--- config.mk ---
export PLATFORM = sky130hd
export DESIGN_NAME = heap_surge_controller_flat
export DESIGN_NICKNAME = d
export VERILOG_FILES = /design/src/rtl/heap_surge_controller_if.sv /design/src/rtl/heap_surge_controller.sv /design/src/flat_wrapper.sv
export SDC_FILE = /design/constraint.sdc
export NUM_CORES = 1
export LEC_CHECK = 0
export BUFFER_PORTS_ARGS = -buffer_cell sky130_fd_sc_hd__buf_2
export CAP_MARGIN = 25
export CORE_AREA = 2 2 131 133
export DETAILED_ROUTE_END_ITERATION = 6
export DIE_AREA = 0 0 133 135
export HOLD_SLACK_MARGIN = 0.02
export MAX_ROUTING_LAYER = met4
export SLEW_MARGIN = 10
export SYNTH_ARGS = -nofsm -noshare
export SYNTH_HDL_FRONTEND = slang
export SYNTH_SLANG_ARGS = --single-unit
--- constraint.sdc ---
create_clock -name clk -period 3.24 [get_ports clk]
set_clock_uncertainty 0.05 [all_clocks]
set_input_delay 0.81 -clock clk [delete_from_list [all_inputs] [get_ports clk]]
set_output_delay 0.81 -clock clk [all_outputs]
set_load 0.02 [all_outputs]
--- src/rtl/heap_surge_controller_if.sv ---
// Signal bundle between heap_surge_controller and its surroundings: requesters,
// the heap wrapper's enque/deque-secondary ports, the eviction port and status.
interface heap_surge_controller_if #(
    parameter int unsigned NUM_REQ                = 4,
    parameter int unsigned HEAP_MAX_NUM_ENTRIES   = 1024,
    parameter int unsigned HEAP_ENTRY_VALUE_WIDTH = 32,
    parameter int unsigned HEAP_PRIORITY_AWIDTH   = 8
);
    localparam int unsigned VW = HEAP_ENTRY_VALUE_WIDTH;
    localparam int unsigned PW = HEAP_PRIORITY_AWIDTH;
    localparam int unsigned SW = $clog2(HEAP_MAX_NUM_ENTRIES) + 1;

    logic [NUM_REQ-1:0]    req_valid;
    logic [NUM_REQ-1:0]    req_ready;
    logic [NUM_REQ*VW-1:0] req_value;
    logic [NUM_REQ*PW-1:0] req_priority;
    logic                  heap_enque_en;
    logic                  heap_enque_ready;
    logic [VW-1:0]         heap_enque_value;
    logic [PW-1:0]         heap_enque_priority;
    logic                  heap_sec_req_en;
    logic                  heap_sec_req_ready;
    logic                  heap_sec_en;
    logic                  heap_sec_ready;
    logic [VW-1:0]         heap_sec_value;
    logic [PW-1:0]         heap_sec_priority;
    logic [SW-1:0]         heap_size;
    logic                  evict_valid;
    logic                  evict_ready;
    logic [VW-1:0]         evict_value;
    logic [PW-1:0]         evict_priority;
    logic                  surge_active;
    logic [31:0]           evict_count;

    modport master (
        input  req_valid, req_value, req_priority, heap_enque_ready, heap_sec_req_ready,
               heap_sec_ready, heap_sec_value, heap_sec_priority, heap_size, evict_ready,
        output req_ready, heap_enque_en, heap_enque_value, heap_enque_priority,
               heap_sec_req_en, heap_sec_en, evict_valid, evict_value, evict_priority,
               surge_active, evict_count
    );

    modport slave (
        output req_valid, req_value, req_priority, heap_enque_ready, heap_sec_req_ready,
               heap_sec_ready, heap_sec_value, heap_sec_priority, heap_size, evict_ready,
        input  req_ready, heap_enque_en, heap_enque_value, heap_enque_priority,
               heap_sec_req_en, heap_sec_en, evict_valid, evict_value, evict_priority,
               surge_active, evict_count
    );
endinterface

--- src/rtl/heap_surge_controller.sv ---
// Round-robin enque arbiter plus surge-driven eviction sequencer in front of the
// pipelined heap wrapper; evicted entries leave on a registered valid/ready port.
module heap_surge_controller #(
    parameter int unsigned NUM_REQ                = 4,
    parameter int unsigned HEAP_MAX_NUM_ENTRIES   = 1024,
    parameter int unsigned HEAP_ENTRY_VALUE_WIDTH = 32,
    parameter int unsigned HEAP_PRIORITY_AWIDTH   = 8,
    parameter int unsigned HIGH_WATERMARK         = 960,
    parameter int unsigned LOW_WATERMARK          = 896
) (
    input logic                      clk,
    input logic                      rst_n,
    heap_surge_controller_if.master  bus
);
    localparam int unsigned VW       = HEAP_ENTRY_VALUE_WIDTH;
    localparam int unsigned PW       = HEAP_PRIORITY_AWIDTH;
    localparam int unsigned SW       = $clog2(HEAP_MAX_NUM_ENTRIES) + 1;
    localparam int unsigned PTR_W    = $clog2(NUM_REQ);
    localparam int unsigned LAST_REQ = NUM_REQ - 1;

    localparam logic [PTR_W:0]   NUM_REQ_L  = NUM_REQ[PTR_W:0];
    localparam logic [PTR_W-1:0] LAST_REQ_L = LAST_REQ[PTR_W-1:0];
    localparam logic [SW-1:0]    HIGH_L     = HIGH_WATERMARK[SW-1:0];
    localparam logic [SW-1:0]    LOW_L      = LOW_WATERMARK[SW-1:0];

    if (!(NUM_REQ >= 2 && LOW_WATERMARK < HIGH_WATERMARK &&
          HIGH_WATERMARK <= HEAP_MAX_NUM_ENTRIES)) begin : g_param_check
        $error("heap_surge_controller: illegal NUM_REQ or watermark parameters");
    end

    typedef enum logic [1:0] {StIdle, StReq, StResp, StOut} state_e;

    state_e           state_q, state_d;
    logic [PTR_W-1:0] rr_ptr_q, rr_ptr_d, grant;
    logic [PTR_W:0]   cand;
    logic             found, enq_hs;
    logic             surge_q, surge_d;
    logic             evict_valid_q, evict_valid_d;
    logic [VW-1:0]    evict_value_q, evict_value_d;
    logic [PW-1:0]    evict_prio_q, evict_prio_d;
    logic [31:0]      evict_count_q, evict_count_d;
    logic             sec_req_en, sec_en;

    // First valid requester at or after rr_ptr, wrapping modulo NUM_REQ.
    always_comb begin
        grant = rr_ptr_q;
        found = 1'b0;
        cand  = '0;
        for (int k = 0; k < NUM_REQ; k++) begin
            cand = {1'b0, rr_ptr_q} + k[PTR_W:0];
            if (cand >= NUM_REQ_L) cand = cand - NUM_REQ_L;
            if (!found && bus.req_valid[cand[PTR_W-1:0]]) begin
                grant = cand[PTR_W-1:0];
                found = 1'b1;
            end
        end
    end

    assign enq_hs = found & bus.heap_enque_ready;

    always_comb begin
        bus.req_ready = '0;
        if (enq_hs) bus.req_ready[grant] = 1'b1;
        rr_ptr_d = rr_ptr_q;
        if (enq_hs) rr_ptr_d = (grant == LAST_REQ_L) ? '0 : grant + 1'b1;
    end

    assign bus.heap_enque_en       = enq_hs;
    assign bus.heap_enque_value    = bus.req_value[grant*VW +: VW];
    assign bus.heap_enque_priority = bus.req_priority[grant*PW +: PW];

    // Hysteresis: between the watermarks the flag holds its previous value.
    always_comb begin
        surge_d = surge_q;
        if (bus.heap_size >= HIGH_L) surge_d = 1'b1;
        else if (bus.heap_size <= LOW_L) surge_d = 1'b0;
    end

    always_comb begin
        state_d       = state_q;
        sec_req_en    = 1'b0;
        sec_en        = 1'b0;
        evict_valid_d = evict_valid_q;
        evict_value_d = evict_value_q;
        evict_prio_d  = evict_prio_q;
        evict_count_d = evict_count_q;
        unique case (state_q)
            StIdle: if (surge_q) state_d = StReq;
            StReq: begin
                if (!surge_q) begin
                    state_d = StIdle;
                end else begin
                    sec_req_en = 1'b1;
                    if (bus.heap_sec_req_ready) state_d = StResp;
                end
            end
            // Request already accepted by the wrapper, so the response must be drained.
            StResp: begin
                sec_en = bus.heap_sec_ready;
                if (bus.heap_sec_ready) begin
                    evict_value_d = bus.heap_sec_value;
                    evict_prio_d  = bus.heap_sec_priority;
                    evict_valid_d = 1'b1;
                    state_d       = StOut;
                end
            end
            StOut: begin
                if (bus.evict_ready) begin
                    evict_valid_d = 1'b0;
                    if (evict_count_q != 32'hFFFF_FFFF) evict_count_d = evict_count_q + 32'd1;
                    state_d = StIdle;
                end
            end
            default: state_d = StIdle;
        endcase
    end

    always_ff @(posedge clk or negedge rst_n) begin
        if (!rst_n) begin
            state_q       <= StIdle;
            rr_ptr_q      <= '0;
            surge_q       <= 1'b0;
            evict_valid_q <= 1'b0;
            evict_value_q <= '0;
            evict_prio_q  <= '0;
            evict_count_q <= '0;
        end else begin
            state_q       <= state_d;
            rr_ptr_q      <= rr_ptr_d;
            surge_q       <= surge_d;
            evict_valid_q <= evict_valid_d;
            evict_value_q <= evict_value_d;
            evict_prio_q  <= evict_prio_d;
            evict_count_q <= evict_count_d;
        end
    end

    assign bus.heap_sec_req_en = sec_req_en;
    assign bus.heap_sec_en     = sec_en;
    assign bus.evict_valid     = evict_valid_q;
    assign bus.evict_value     = evict_value_q;
    assign bus.evict_priority  = evict_prio_q;
    assign bus.surge_active    = surge_q;
    assign bus.evict_count     = evict_count_q;
endmodule
--- src/flat_wrapper.sv ---
// flat-port wrapper written by rule: the top's interface ports become plain ports
module heap_surge_controller_flat 
#(
    parameter int unsigned NUM_REQ                = 4,
    parameter int unsigned HEAP_MAX_NUM_ENTRIES   = 1024,
    parameter int unsigned HEAP_ENTRY_VALUE_WIDTH = 32,
    parameter int unsigned HEAP_PRIORITY_AWIDTH   = 8,
    parameter int unsigned HIGH_WATERMARK         = 960,
    parameter int unsigned LOW_WATERMARK          = 896
)
  (clk, rst_n, bus_req_valid, bus_req_value, bus_req_priority, bus_heap_enque_ready, bus_heap_sec_req_ready, bus_heap_sec_ready, bus_heap_sec_value, bus_heap_sec_priority, bus_heap_size, bus_evict_ready, bus_req_ready, bus_heap_enque_en, bus_heap_enque_value, bus_heap_enque_priority, bus_heap_sec_req_en, bus_heap_sec_en, bus_evict_valid, bus_evict_value, bus_evict_priority, bus_surge_active, bus_evict_count);
  heap_surge_controller_if #(.NUM_REQ(NUM_REQ), .HEAP_MAX_NUM_ENTRIES(HEAP_MAX_NUM_ENTRIES), .HEAP_ENTRY_VALUE_WIDTH(HEAP_ENTRY_VALUE_WIDTH), .HEAP_PRIORITY_AWIDTH(HEAP_PRIORITY_AWIDTH)) bus_i ();
  input logic clk;
  input logic rst_n;
  input wire logic [$bits(bus_i.req_valid)-1:0] bus_req_valid;
  input wire logic [$bits(bus_i.req_value)-1:0] bus_req_value;
  input wire logic [$bits(bus_i.req_priority)-1:0] bus_req_priority;
  input wire logic [$bits(bus_i.heap_enque_ready)-1:0] bus_heap_enque_ready;
  input wire logic [$bits(bus_i.heap_sec_req_ready)-1:0] bus_heap_sec_req_ready;
  input wire logic [$bits(bus_i.heap_sec_ready)-1:0] bus_heap_sec_ready;
  input wire logic [$bits(bus_i.heap_sec_value)-1:0] bus_heap_sec_value;
  input wire logic [$bits(bus_i.heap_sec_priority)-1:0] bus_heap_sec_priority;
  input wire logic [$bits(bus_i.heap_size)-1:0] bus_heap_size;
  input wire logic [$bits(bus_i.evict_ready)-1:0] bus_evict_ready;
  output wire logic [$bits(bus_i.req_ready)-1:0] bus_req_ready;
  output wire logic [$bits(bus_i.heap_enque_en)-1:0] bus_heap_enque_en;
  output wire logic [$bits(bus_i.heap_enque_value)-1:0] bus_heap_enque_value;
  output wire logic [$bits(bus_i.heap_enque_priority)-1:0] bus_heap_enque_priority;
  output wire logic [$bits(bus_i.heap_sec_req_en)-1:0] bus_heap_sec_req_en;
  output wire logic [$bits(bus_i.heap_sec_en)-1:0] bus_heap_sec_en;
  output wire logic [$bits(bus_i.evict_valid)-1:0] bus_evict_valid;
  output wire logic [$bits(bus_i.evict_value)-1:0] bus_evict_value;
  output wire logic [$bits(bus_i.evict_priority)-1:0] bus_evict_priority;
  output wire logic [$bits(bus_i.surge_active)-1:0] bus_surge_active;
  output wire logic [$bits(bus_i.evict_count)-1:0] bus_evict_count;
  assign bus_i.req_valid = bus_req_valid;
  assign bus_i.req_value = bus_req_value;
  assign bus_i.req_priority = bus_req_priority;
  assign bus_i.heap_enque_ready = bus_heap_enque_ready;
  assign bus_i.heap_sec_req_ready = bus_heap_sec_req_ready;
  assign bus_i.heap_sec_ready = bus_heap_sec_ready;
  assign bus_i.heap_sec_value = bus_heap_sec_value;
  assign bus_i.heap_sec_priority = bus_heap_sec_priority;
  assign bus_i.heap_size = bus_heap_size;
  assign bus_i.evict_ready = bus_evict_ready;
  assign bus_req_ready = bus_i.req_ready;
  assign bus_heap_enque_en = bus_i.heap_enque_en;
  assign bus_heap_enque_value = bus_i.heap_enque_value;
  assign bus_heap_enque_priority = bus_i.heap_enque_priority;
  assign bus_heap_sec_req_en = bus_i.heap_sec_req_en;
  assign bus_heap_sec_en = bus_i.heap_sec_en;
  assign bus_evict_valid = bus_i.evict_valid;
  assign bus_evict_value = bus_i.evict_value;
  assign bus_evict_priority = bus_i.evict_priority;
  assign bus_surge_active = bus_i.surge_active;
  assign bus_evict_count = bus_i.evict_count;
  heap_surge_controller #(.NUM_REQ(NUM_REQ), .HEAP_MAX_NUM_ENTRIES(HEAP_MAX_NUM_ENTRIES), .HEAP_ENTRY_VALUE_WIDTH(HEAP_ENTRY_VALUE_WIDTH), .HEAP_PRIORITY_AWIDTH(HEAP_PRIORITY_AWIDTH), .HIGH_WATERMARK(HIGH_WATERMARK), .LOW_WATERMARK(LOW_WATERMARK)) u_core (.clk(clk), .rst_n(rst_n), .bus(bus_i));
endmodule
==> summary.md, run 1 <==
| Metric | Value |
|---|---|
| Status | completed |
| Synth area leader | dfrtp_1 |
| Power Total | 5.65 mW |
| Crit path max-delay cell type | buf_12 |
| CORE AREA | between 0.015 and 0.02 mm2 |
| Setup ws final | 0.0450 ns |
| Crit Path Category | in2out |
| Fin. max-slew vios | 0 |
| Most used flip-flop cell after synthesis | dfrtp_1 |
| Worst slew pin tran | 0.704 ns |
| Gr usage total | 22.9% |
| Rel. slew slack | 52.7% |
| Filler cells | 1602 |
| Total gr overflow | 0 |
| Type of origin of the critical path | input port |
| #FFs+latches synth | 78 |
| Top Ports | 342 |
| First-pass GRT wire length | 29400 um |
| Fin nets | 1079 |
| PwrDens | 757 mW/mm2 |
| Pleak | 4.19 nW |
| CTS Hold Bufs | 0 |
| Clock buffer depth | 2 |
| Worst r2r dst | u_core.bus.evict_count[30]$_DFFE_PN0P_ |
| Antenna-violating nets left | 0 |
| EDFF count, synth | 0 |
| Drt first-iter violations | 271 |
| CP required | 2.38 ns |
| CTS sink cnt | between 70 and 80 |
| Reg2Reg Depth | 6 |
| Max-Cap Viols | 0 |
| R2r setup slk | 0.83 ns |
| Mapped Avg Cell Area | 9.55 um2 |
| Port bufs | 341 |
| Most used cell, CP | buf_4 |
| Layout Utilization | 45.5% |
| DIE AREA | 0.0180 mm2 |
| Post-synthesis sequential area ratio | 40.6% |
| CP Capture Type | output pin |
| Gate Count Post-Synth | 503 |
| Crit path DAT | 2.33 ns |
| DP HPWL | 16900 um |
| Synth unique cells | 42 |
| Routed vias | 5016 |
| DRC Markers | 0 |
| Reg2reg start | u_core.bus.evict_count[0]$_DFFE_PN0P_ |
| DRT Pass-1 Iters | 4 |
| Mean routed wirelength per cell | 18.6 um |
| # rows | 47 |
| Clk_lat worst skew | 0.34 ns |
| Initial antenna violation count | 11 |
| Final setup viols | 0 |
| CTS tree | done |
| Worst VDD drop | 0.492 mV |
| Min Tclk post-route | 3.19 ns |
| H-tree lvl count | 3 |
| Largest net degree at the start of global routing | just under 80 |
| Vias/cell | 4.60 |
| Area used by multi-input combinational logic | 0.00279 mm2 |
| Worst-path clk slew | 0.06 ns |
| Routability cong. | 0.871 |
| Reg area | 0.00195 mm2 |
| Clock root buffer | clkbuf_16 |
| Post-synthesis cell area | 0.00480 mm2 |
| Synth Warn # | 0 |
| Final Hold Vio Count | 0 |
| Hold Crit Class | in2async |
| Design Area, Final | between 0.007 and 0.008 mm2 |
| Highest attainable clock frequency | 313 MHz |
| Area grow syn2layout | 55.4% |
| Layout cells sized above 1 | 47.7% |
| Worst-path cell chain | buf_2, nand2b_1, a22oi_2, o221ai_4, buf_12, mux2i_4, mux2i_2, buf_4, buf_4 |
| Setup slack at placement | -0.0813 ns |
| Post-route insts no fill | 1091 |
| Vias in the first global route | 4867 |
| Chip Height | 135 um |
| Final period util | just under 100% |
| Inst Count DP | 1059 |
| Post-synth net total | 725 |
| Delay of the slowest critical-path stage | 0.20 ns |
| Area share of the largest cell type after synthesis | approximately 41% |
| DRT Wirelength | 20300 um |
| Placed cell area | 0.00694 mm2 |
| Num CTS Buffers | 9 |
| Initial Util | 29.3% |
| RSZ-0062 raised after global routing | true |
| Synth area leaders | dfrtp_1 (41%), mux2i_1 (25%), nand2_1 (11%), xnor2_1 (2.9%), xor2_1 (2.6%) |
| Async set-reset flop share out of synthesis | 100% |
| Chip width | 133 um |
| Worst-path fanout max | 10 |
==> report_power, final <==
part	internal, mW	total (mW)	switching [mW]
clock network	0.702	1.12	0.420
logic	1.28	3.06	1.78
registers	1.26	1.47	0.208
total	3.24	5.65	2.41
==> metrics by stage <==
stage                     hold slack (ns)  setup TNS (ns)
after floorplan                     0.464               0
after global placement              0.402               0
after detailed placement            0.406          -0.234
after CTS                           0.421         -0.0120
after global routing                0.416         -0.0839
final                               0.390               0
==> final cells by class <==
class	instances	share of cell area [%]
Multi-Input combinational cell	393	37.4
Timing Repair Buffer	369	27.7
Sequential cell	78	26.2
Tap cell	220	3.69
Clock buffer	10	3.20
Clock inverter	6	1.26
Inverter	6	0.302
Antenna cell	9	0.302
==> metal layers <==
layer	wire (um)	part of all wire [%]	global-route usage (%)	vias up
li1	-	-	-	2458
met1	8270	41	28.4	2309
met2	9560	47	35.7	232
met3	2220	11	9.01	17
met4	282	1.4	4.60	0
met5	0	0	-	-
==> how the worst max path moves through the flow <==
stage | from | to | slack (ns)
2_1_floorplan | bus_req_valid[2] | bus_heap_enque_priority[3] | 0.18
6_report | bus_req_valid[2] | bus_heap_enque_value[29] | 0.05
3_3_place_gp | bus_req_valid[2] | bus_heap_enque_value[25] | 0.002
5_1_grt | bus_req_valid[2] | bus_heap_enque_value[29] | -0.04
3_5_place_dp | bus_req_valid[2] | bus_heap_enque_value[29] | -0.08
4_1_cts | bus_req_valid[2] | bus_heap_enque_value[30] | -0.009
==> kinds of logic after synthesis <==
group	count (synthesis)	synth area share [%]
AND/OR/NAND/NOR	220	21.3
multiplexers	123	25.7
flip-flops	78	40.6
buffers and inverters	32	3.39
XOR/XNOR	30	5.47
AO/OA/AOI/OAI	19	3.23
adder cells (fa/ha/maj)	1	0.261
==> synthesized netlist by cell type, types with 2 or more instances <==
cell type  instances
mux2_2             2
nor2_1            20
nor3_1             6
inv_1              6
nor4_1             5
nand4_1            9
nor3_2             2
xnor2_1           16
a21oi_1            7
nand3_2            2
buf_4              6
nand3b_1           2
o22ai_1            2
nand2b_1           3
a22oi_1            2
buf_2             10
nand3_1           15
or3_1              2
and3_1             5
xor2_1            14
nand2_1          139
nor4_2             3
dfrtp_1           78
clkbuf_1           9
mux2i_1          121
==> worst max-delay path, delay by kind of cell <==
family                 cells  cell delay [ns]
buffers and inverters      4             0.62
multiplexers               2             0.38
AO/OA/AOI/OAI              2             0.36
AND/OR/NAND/NOR            1             0.15
==> what timing repair did <==
item                       4_1_cts  5_1_grt
gates resized for setup         11       11
pin swaps                        1        1
setup buffers                    2        3
setup endpoints to repair        9       30
cloned                           0        1
==> placed cells by master, fill, tap and decap left out, types with 2 or more instances in the layout <==
| cell type | Yosys | routed |
|---|---|---|
| nand4_1 | 9 | 9 |
| and3_1 | 5 | 5 |
| mux2i_1 | 121 | 115 |
| nor4_1 | 5 | 5 |
| nor3_2 | 2 | 2 |
| o22ai_1 | 2 | 2 |
| buf_4 | 6 | 23 |
| inv_1 | 6 | 6 |
| nor2_1 | 20 | 20 |
| mux2i_4 | 0 | 3 |
| or3_1 | 2 | 2 |
| nand2b_1 | 3 | 3 |
| buf_2 | 10 | 334 |
| nor4_2 | 3 | 3 |
| bufinv_16 | 0 | 2 |
| nor3_1 | 6 | 6 |
| buf_12 | 0 | 9 |
| mux2_2 | 2 | 2 |
| nand3_2 | 2 | 2 |
| clkbuf_16 | 0 | 10 |
| mux2i_2 | 0 | 3 |
| xor2_1 | 14 | 14 |
| diode_2 | 0 | 9 |
| nand3b_1 | 2 | 2 |
| nand3_1 | 15 | 15 |
| dfrtp_1 | 78 | 78 |
| a21oi_1 | 7 | 6 |
| nand2_1 | 139 | 139 |
| clkinv_4 | 0 | 2 |
| xnor2_1 | 16 | 16 |
==> registers in the layout (all words and copies together), names as in the netlist, named ones only <==
register and count:
u_core.rr_ptr_q 2, u_core.bus.evict_count 32, u_core.bus.evict_value 32, u_core.bus.evict_valid 1, u_core.state_q 1, u_core.bus.surge_active 1
u_core.bus.evict_priority 8
No activity file was read; power rests on OpenSTA's default activity.
==> inputs of run 2 (changes only) <==
--- a/config.mk
+++ b/config.mk
@@ -10,2 +10,3 @@
 export CORE_AREA = 2 2 131 133
+export CTS_CLUSTER_DIAMETER = 60
 export DETAILED_ROUTE_END_ITERATION = 6
==> constraint.sdc (replaced) <==
create_clock -name clk -period 3.24 [get_ports clk]
set_clock_uncertainty 0.05 [all_clocks]
set_input_delay 0.648 -clock clk [delete_from_list [all_inputs] [get_ports clk]]
set_output_delay 0.648 -clock clk [all_outputs]
set_load 0.02 [all_outputs]
==> run 2 against run 1 <==
Net effect:
- largest cell class unchanged
- power is 3.6% lower
- combinational power down 6.9%
- core utilization decreased by 1.5 points
- cell count down 1.2%
- register-to-register slack improved by 0.07 ns
==> summary.md, run 2 (synthesis results as in run 1) <==
| Metric | Value |
|---|---|
| Status | completed |
| Flop pwr share | 26.9% (+0.9 points) |
| CORE AREA | 0.0164 mm2 (unchanged) |
| Worst VDD drop | 0.364 mV (-26%) |
| Final Hold Vio Count | 0 (unchanged) |
| Delay of the slowest critical-path stage | 0.46 ns (+0.26 ns) |
| Routability cong. | 0.883 (+1.4%) |
| DP HPWL | 16800 um (about the same) |
| Type of origin of the critical path | flop |
| Final setup viols | 0 (unchanged) |
| Top Ports | 342 (unchanged) |
| Switching Power | 2.38 mW (-1.2%) |
| Commonest non-fill, non-tap cell in the layout | buf_2 |
| R2r setup slk | 0.90 ns (+0.07 ns) |
| Hold Crit Class | in2async |
| Highest attainable clock frequency | 322 MHz (+2.8%) |
| Mean routed wirelength per cell | 18.9 um (+1.7%) |
| DRT Pass-1 Iters | 4 (unchanged) |
| Area grow syn2layout | 50.1% |
| Fin. max-slew vios | 0 (unchanged) |
| CP required | 2.54 ns (+0.16 ns) |
| Post-CTS setup buffer count | 0 (-2) |
| Highest-count cells in the layout ignoring fill and taps | buf_2 (340), nand2_1 (139), mux2i_1 (121), dfrtp_1 (78), nor2_1 (20) |
| Chip Height | 135 um (unchanged) |
| Num CTS Buffers | 9 (unchanged) |
| First-pass GRT wire length | 29100 um (-1.2%) |
| Logic pwr share | 52.4% (-1.8 points) |
| Crit path DAT | 2.41 ns (+0.08 ns) |
| Initial antenna violation count | 11 (unchanged) |
| Post-cts resize count | 0 (-11) |
| Crit path max-delay cell type | dfrtp_1 |
| Clock power frac | 20.7% (+0.8 points) |
| Worst-path cell chain | inv_1, a22oi_1, o221ai_4, buf_12, buf_4, mux2i_1, mux2i_1, buf_2 |
| DIE AREA | 0.0180 mm2 (unchanged) |
| Clock root buffer | clkbuf_16 |
| H-tree lvl count | 3 (unchanged) |
| RSZ-0062 raised after global routing | false |
| Clk_lat worst skew | 0.34 ns (about the same) |
| Routed vias | 4956 (-1.2%) |
| Worst-path fanout max | 36 (+26) |
| PwrDens | 756 mW/mm2 (-0.17%) |
| Final period util | 96.0% (-2.6 points) |
| Internal | 3.07 mW (-5.3%) |
| Layout cells sized above 1 | 45.9% (-1.7 points) |
| DRC Markers | 0 (unchanged) |
| Port bufs | 341 (unchanged) |
| Worst r2r dst | u_core.bus.evict_count[30]$_DFFE_PN0P_ |
| Total gr overflow | 0 (unchanged) |
| Pleak | 4.10 nW (-2.1%) |
| Initial Util | 29.3% (unchanged) |
| Vias/cell | 4.60 (about the same) |
| CTS Hold Bufs | 0 (unchanged) |
| CP Capture Type | output pin |
| Worst-path clk slew | 0.06 ns (about the same) |
| Largest net degree at the start of global routing | 79 (unchanged) |
| Chip width | 133 um (unchanged) |
| Antenna-violating nets left | 0 (unchanged) |
| Worst path bufs/invs | 4 (unchanged) |
| Reg2Reg Depth | 6 (unchanged) |
| Reg2reg start | u_core.bus.evict_count[0]$_DFFE_PN0P_ |
| Rel. slew slack | 54.1% (+1.4 points) |
| Drt first-iter violations | 287 (+5.9%) |
| Power Total | 5.45 mW (-3.6%) |
| Gr usage total | 22.6% (-0.31 points) |
| Most used cell, CP | mux2i_1 |
| CTS tree | done |
| CP delay by family, top | buffers and inverters |
| Fin nets | 1068 (-1.0%) |
| # rows | 47 (unchanged) |
| Switching Share | 43.7% (+1.1 points) |
| Vias in the first global route | 4909 (+0.86%) |
| Min Tclk post-route | 3.11 ns (-0.0856 ns) |
| Worst slew pin tran | 0.683 ns (-0.0210 ns) |
| Clock buffer depth | 2 (unchanged) |
| CTS sink cnt | 78 (unchanged) |
| DRT Wirelength | 20400 um (+0.47%) |
| Setup TNS | 0 ns (unchanged) |
| Max-Cap Viols | 0 (unchanged) |
| Crit Path Category | reg2out |
run 2: metrics by stage:
stage | worst slack, ns | area, um2 | utilization (%) | hold WS [ns] | std cells
after floorplan | 0.499 | 4800 | - | 0.302 | 503
after global placement | 0.274 | 6840 | 41.7 | 0.403 | 1054
after detailed placement | 0.202 | 6840 | 41.7 | 0.408 | 1054
after CTS | 0.101 | 7170 | 43.7 | 0.423 | 1070
after global routing | 0.0110 | 7210 | 43.9 | 0.251 | 1078
final | 0.131 | 7210 | 43.9 | 0.218 | 1078
run 2: layout make-up:
type	count	area [um2]
Fill cell	1619	9200
Multi-Input combinational cell	393	2720
Sequential cell	78	1950
Timing Repair Buffer	358	1890
Tap cell	220	275
Clock buffer	10	239
Clock inverter	6	91.3
Inverter	6	22.5
Antenna cell	7	17.5
run 2: worst max path at each step:
stage / startpoint / endpoint / cells after the start
2_1_floorplan: bus_req_valid[2] / bus_heap_enque_priority[3] / 6
3_3_place_gp: bus_req_valid[2] / bus_req_ready[1] / 8
3_5_place_dp: bus_req_valid[2] / bus_heap_enque_value[1] / 8
4_1_cts: u_core.rr_ptr_q[1]$_DFFE_PN0P_ / bus_heap_enque_value[1] / 7
5_1_grt: u_core.rr_ptr_q[1]$_DFFE_PN0P_ / bus_heap_enque_priority[5] / 8
6_report: u_core.rr_ptr_q[1]$_DFFE_PN0P_ / bus_heap_enque_value[4] / 8
run 2: worst reg2reg max path, cell delays in order (launching register included):
cell and delay (ns):
dfrtp_1 0.42, ha_1 0.23, nand3_1 0.12, or3_1 0.51, o31ai_4 0.59, nor4_1 0.13
xor2_1 0.17
run 2: layer usage:
metal	vias up	share of wire, %	track usage [%]
met4	0	1.5	5.20
met3	20	10	9.38
met1	2285	40	27.1
met5	-	0	-
met2	222	48	35.7
li1	2429	-	-
run 2: power groups by stage:
stage	clock network, mW	registers [mW]	logic, mW
floorplan	0	1.77	1.48
global placement	0	1.48	2.85
detailed placement	0	1.48	2.88
CTS	1.16	1.47	2.88
global route	1.20	1.51	3.08
finish	1.13	1.47	2.85
==> inputs of run 3 (changes only) <==
REMOVE_ABC_BUFFERS = 1   (was not set)
==> run 3 against run 2 <==
Net effect:
- core utilization decreased by 0.58 points
- first-iteration DRC count is 44% lower
- clock-buffer cell count up 1
- clock power shrank 18%
- via count is 2.1% lower
- critical path depth unchanged
- global-route usage shrank 5.4 points
- power shrank 5.9%
- fmax increased by 2.9%
- sequential share of layout area grew 0.36 points
- wire length is 24% lower
- register-to-register slack got worse by 0.07 ns
==> summary.md, run 3 (synthesis results as in run 1) <==
| Metric | Value |
|---|---|
| Initial antenna violation count | 0 (-11) |
| Gr usage total | 17.2% (-5.4 points) |
| DP HPWL | 12500 um (-26%) |
| Reg2reg start | u_core.bus.evict_count[0]$_DFFE_PN0P_ |
| CTS tree | done |
| Area used by multi-input combinational logic | 0.00272 mm2 (unchanged) |
| Total gr overflow | 0 (unchanged) |
| Hold Crit Class | in2async |
| Chip Height | 135 um (unchanged) |
| Clk_lat worst skew | 0.33 ns (about the same) |
| CP required | 2.54 ns (about the same) |
| Clock buffer depth | 2 (unchanged) |
| CTS Hold Bufs | 0 (unchanged) |
| # diodes | 0 (-7) |
| Routability cong. | 0.848 (-4.0%) |
| Setup ws final | 0.220 ns (+0.0889 ns) |
| Most used cell, CP | mux2i_1 |
| Initial Util | 29.3% (unchanged) |
| Num CTS Buffers | 9 (unchanged) |
| Rel. slew slack | 54.0% (about the same) |
| Antenna-violating nets left | 0 (unchanged) |
| Area grow syn2layout | 48.1% |
| Drt first-iter violations | 160 (-44%) |
| Worst-path fanout max | 29 (-19%) |
| Routed vias | 4851 (-2.1%) |
| Vias in the first global route | 4821 (-1.8%) |
| Post-cts resize count | 0 (unchanged) |
| Fin. max-slew vios | 0 (unchanged) |
| Min Tclk post-route | 3.02 ns (-0.0889 ns) |
| Setup TNS | 0 ns (unchanged) |
| CORE AREA | 0.0164 mm2 (unchanged) |
| CTS sink cnt | 78 (unchanged) |
| Clock root buffer | clkbuf_16 |
| Worst-path clk slew | 0.06 ns (about the same) |
| First-pass GRT wire length | 24000 um (-18%) |
| DRT Wirelength | 15600 um (-24%) |
| Top Ports | 342 (unchanged) |
| Mean routed wirelength per cell | 14.6 um (-23%) |
| Vias/cell | 4.55 (-0.92%) |
| # rows | 47 (unchanged) |
| R2r setup slk | 0.83 ns (-0.07 ns) |
| Worst r2r dst | u_core.bus.evict_count[30]$_DFFE_PN0P_ |
| Type of origin of the critical path | flop |
| Final Hold Vio Count | 0 (unchanged) |
| Final setup viols | 0 (unchanged) |
| Highest-count cells in the layout ignoring fill and taps | buf_2 (340), nand2_1 (139), mux2i_1 (121), dfrtp_1 (78), nor2_1 (20) |
| Port bufs | 341 (unchanged) |
| Crit Path Category | reg2out |
| Reg area | 0.00195 mm2 (unchanged) |
| Commonest non-fill, non-tap cell in the layout | buf_2 |
| Max-Cap Viols | 0 (unchanged) |
| Worst-path cell chain | inv_1, a22oi_1, o221ai_4, buf_12, buf_4, mux2i_1, mux2i_1, buf_2 |
| PwrDens | 721 mW/mm2 (-4.6%) |
| Filler cells | 1643 (+1.5%) |
| Worst VDD drop | 0.316 mV (-13%) |
| Crit path max-delay cell type | dfrtp_1 |
| Final period util | 93.2% (-2.7 points) |
| CP delay by family, top | buffers and inverters |
| Min Hold Slack | 0.164 ns (-0.0534 ns) |
| Reg2Reg Depth | 6 (unchanged) |
| H-tree lvl count | 3 (unchanged) |
| DIE AREA | 0.0180 mm2 (unchanged) |
| Crit path DAT | 2.32 ns (-0.09 ns) |
| Pleak | 4.04 nW (-1.5%) |
| Fin nets | 1062 (-0.56%) |
| Status | completed |
| Setup slack at placement | 0.264 ns (+0.0614 ns) |
| RSZ-0062 raised after global routing | false |
| Post-CTS setup buffer count | 0 (unchanged) |
| Layout cells sized above 1 | 45.4% (-0.50 points) |
| CP Capture Type | output pin |
| DRC Markers | 0 (unchanged) |
| Chip width | 133 um (unchanged) |
| Worst path bufs/invs | 4 (unchanged) |
| Highest attainable clock frequency | 331 MHz (+2.9%) |
| Worst slew pin tran | 0.683 ns (+0.000658 ns) |
| DRT Pass-1 Iters | 4 (unchanged) |
| Delay of the slowest critical-path stage | 0.46 ns (about the same) |
| Layout Utilization | 43.3% (-0.58 points) |
| Largest net degree at the start of global routing | 79 (unchanged) |
==> run 3: changes by cell type in the layout (fill, tap and decap cells not counted) <==
cell | before | now
buf_4 | 14 | 7
diode_2 | 7 | 0
clkinvlp_4 | 0 | 4
bufinv_16 | 2 | 0
inv_6 | 2 | 0
buf_16 | 0 | 1
clkbuf_1 | 0 | 1
clkinv_4 | 1 | 0
==> run 3: power breakdown <==
group	leakage [nW]	internal (mW)	switching [mW]	total, mW
registers	1.01	1.26	0.199	1.46
logic	2.91	1.09	1.65	2.74
clock network	0.124	0.538	0.392	0.931
==> run 3: layout make-up <==
| cell class | instances | area share, % |
|---|---|---|
| clock buffer | 11 | 3.41 |
| clock inverter | 5 | 0.493 |
| sequential | 78 | 27.4 |
| tap | 220 | 3.87 |
| multi-input combinational | 393 | 38.3 |
| inverter | 6 | 0.317 |
| timing repair buffer | 352 | 26.2 |
==> run 3: worst register-to-register path, delay by kind of cell, from the launching register on <==
| kind | cells | cell delay (ns) |
|---|---|---|
| xor gates and xnor gates | 1 | 0.17 |
| AOI/OAI and AO/OA | 1 | 0.61 |
| DFF | 1 | 0.45 |
| and+or+nand+nor | 3 | 0.75 |
| adders and majority gates | 1 | 0.25 |
==> run 3: how the worst max path moves through the flow <==
stage	from	endpoint	slack, ns	cells after the start
5_1_grt	u_core.rr_ptr_q[1]$_DFFE_PN0P_	bus_heap_enque_priority[7]	0.02	8
4_1_cts	u_core.rr_ptr_q[1]$_DFFE_PN0P_	bus_heap_enque_value[23]	0.16	7
6_report	u_core.rr_ptr_q[1]$_DFFE_PN0P_	bus_heap_enque_priority[0]	0.22	8
2_1_floorplan	bus_req_valid[2]	bus_req_ready[1]	-5.31	4
3_3_place_gp	bus_req_valid[2]	bus_heap_enque_value[23]	0.26	8
3_5_place_dp	bus_req_valid[2]	bus_heap_enque_value[23]	0.26	8
==> run 3: routing by layer <==
layer	vias up	global-route usage [%]	part of all wire, %
li1	2408	-	-
met1	2223	18.8	39
met2	196	30.6	51
met3	24	4.92	8.2
met4	0	4.90	1.9
met5	-	-	0
==> run 3: metrics by stage <==
stage | area (um2) | cells | power, mW
floorplan | 4660 | 477 | 3.48
global placement | 6810 | 1048 | 4.22
detailed placement | 6810 | 1048 | 4.25
CTS | 7080 | 1064 | 5.21
global route | 7110 | 1065 | 5.49
finish | 7110 | 1065 | 5.13
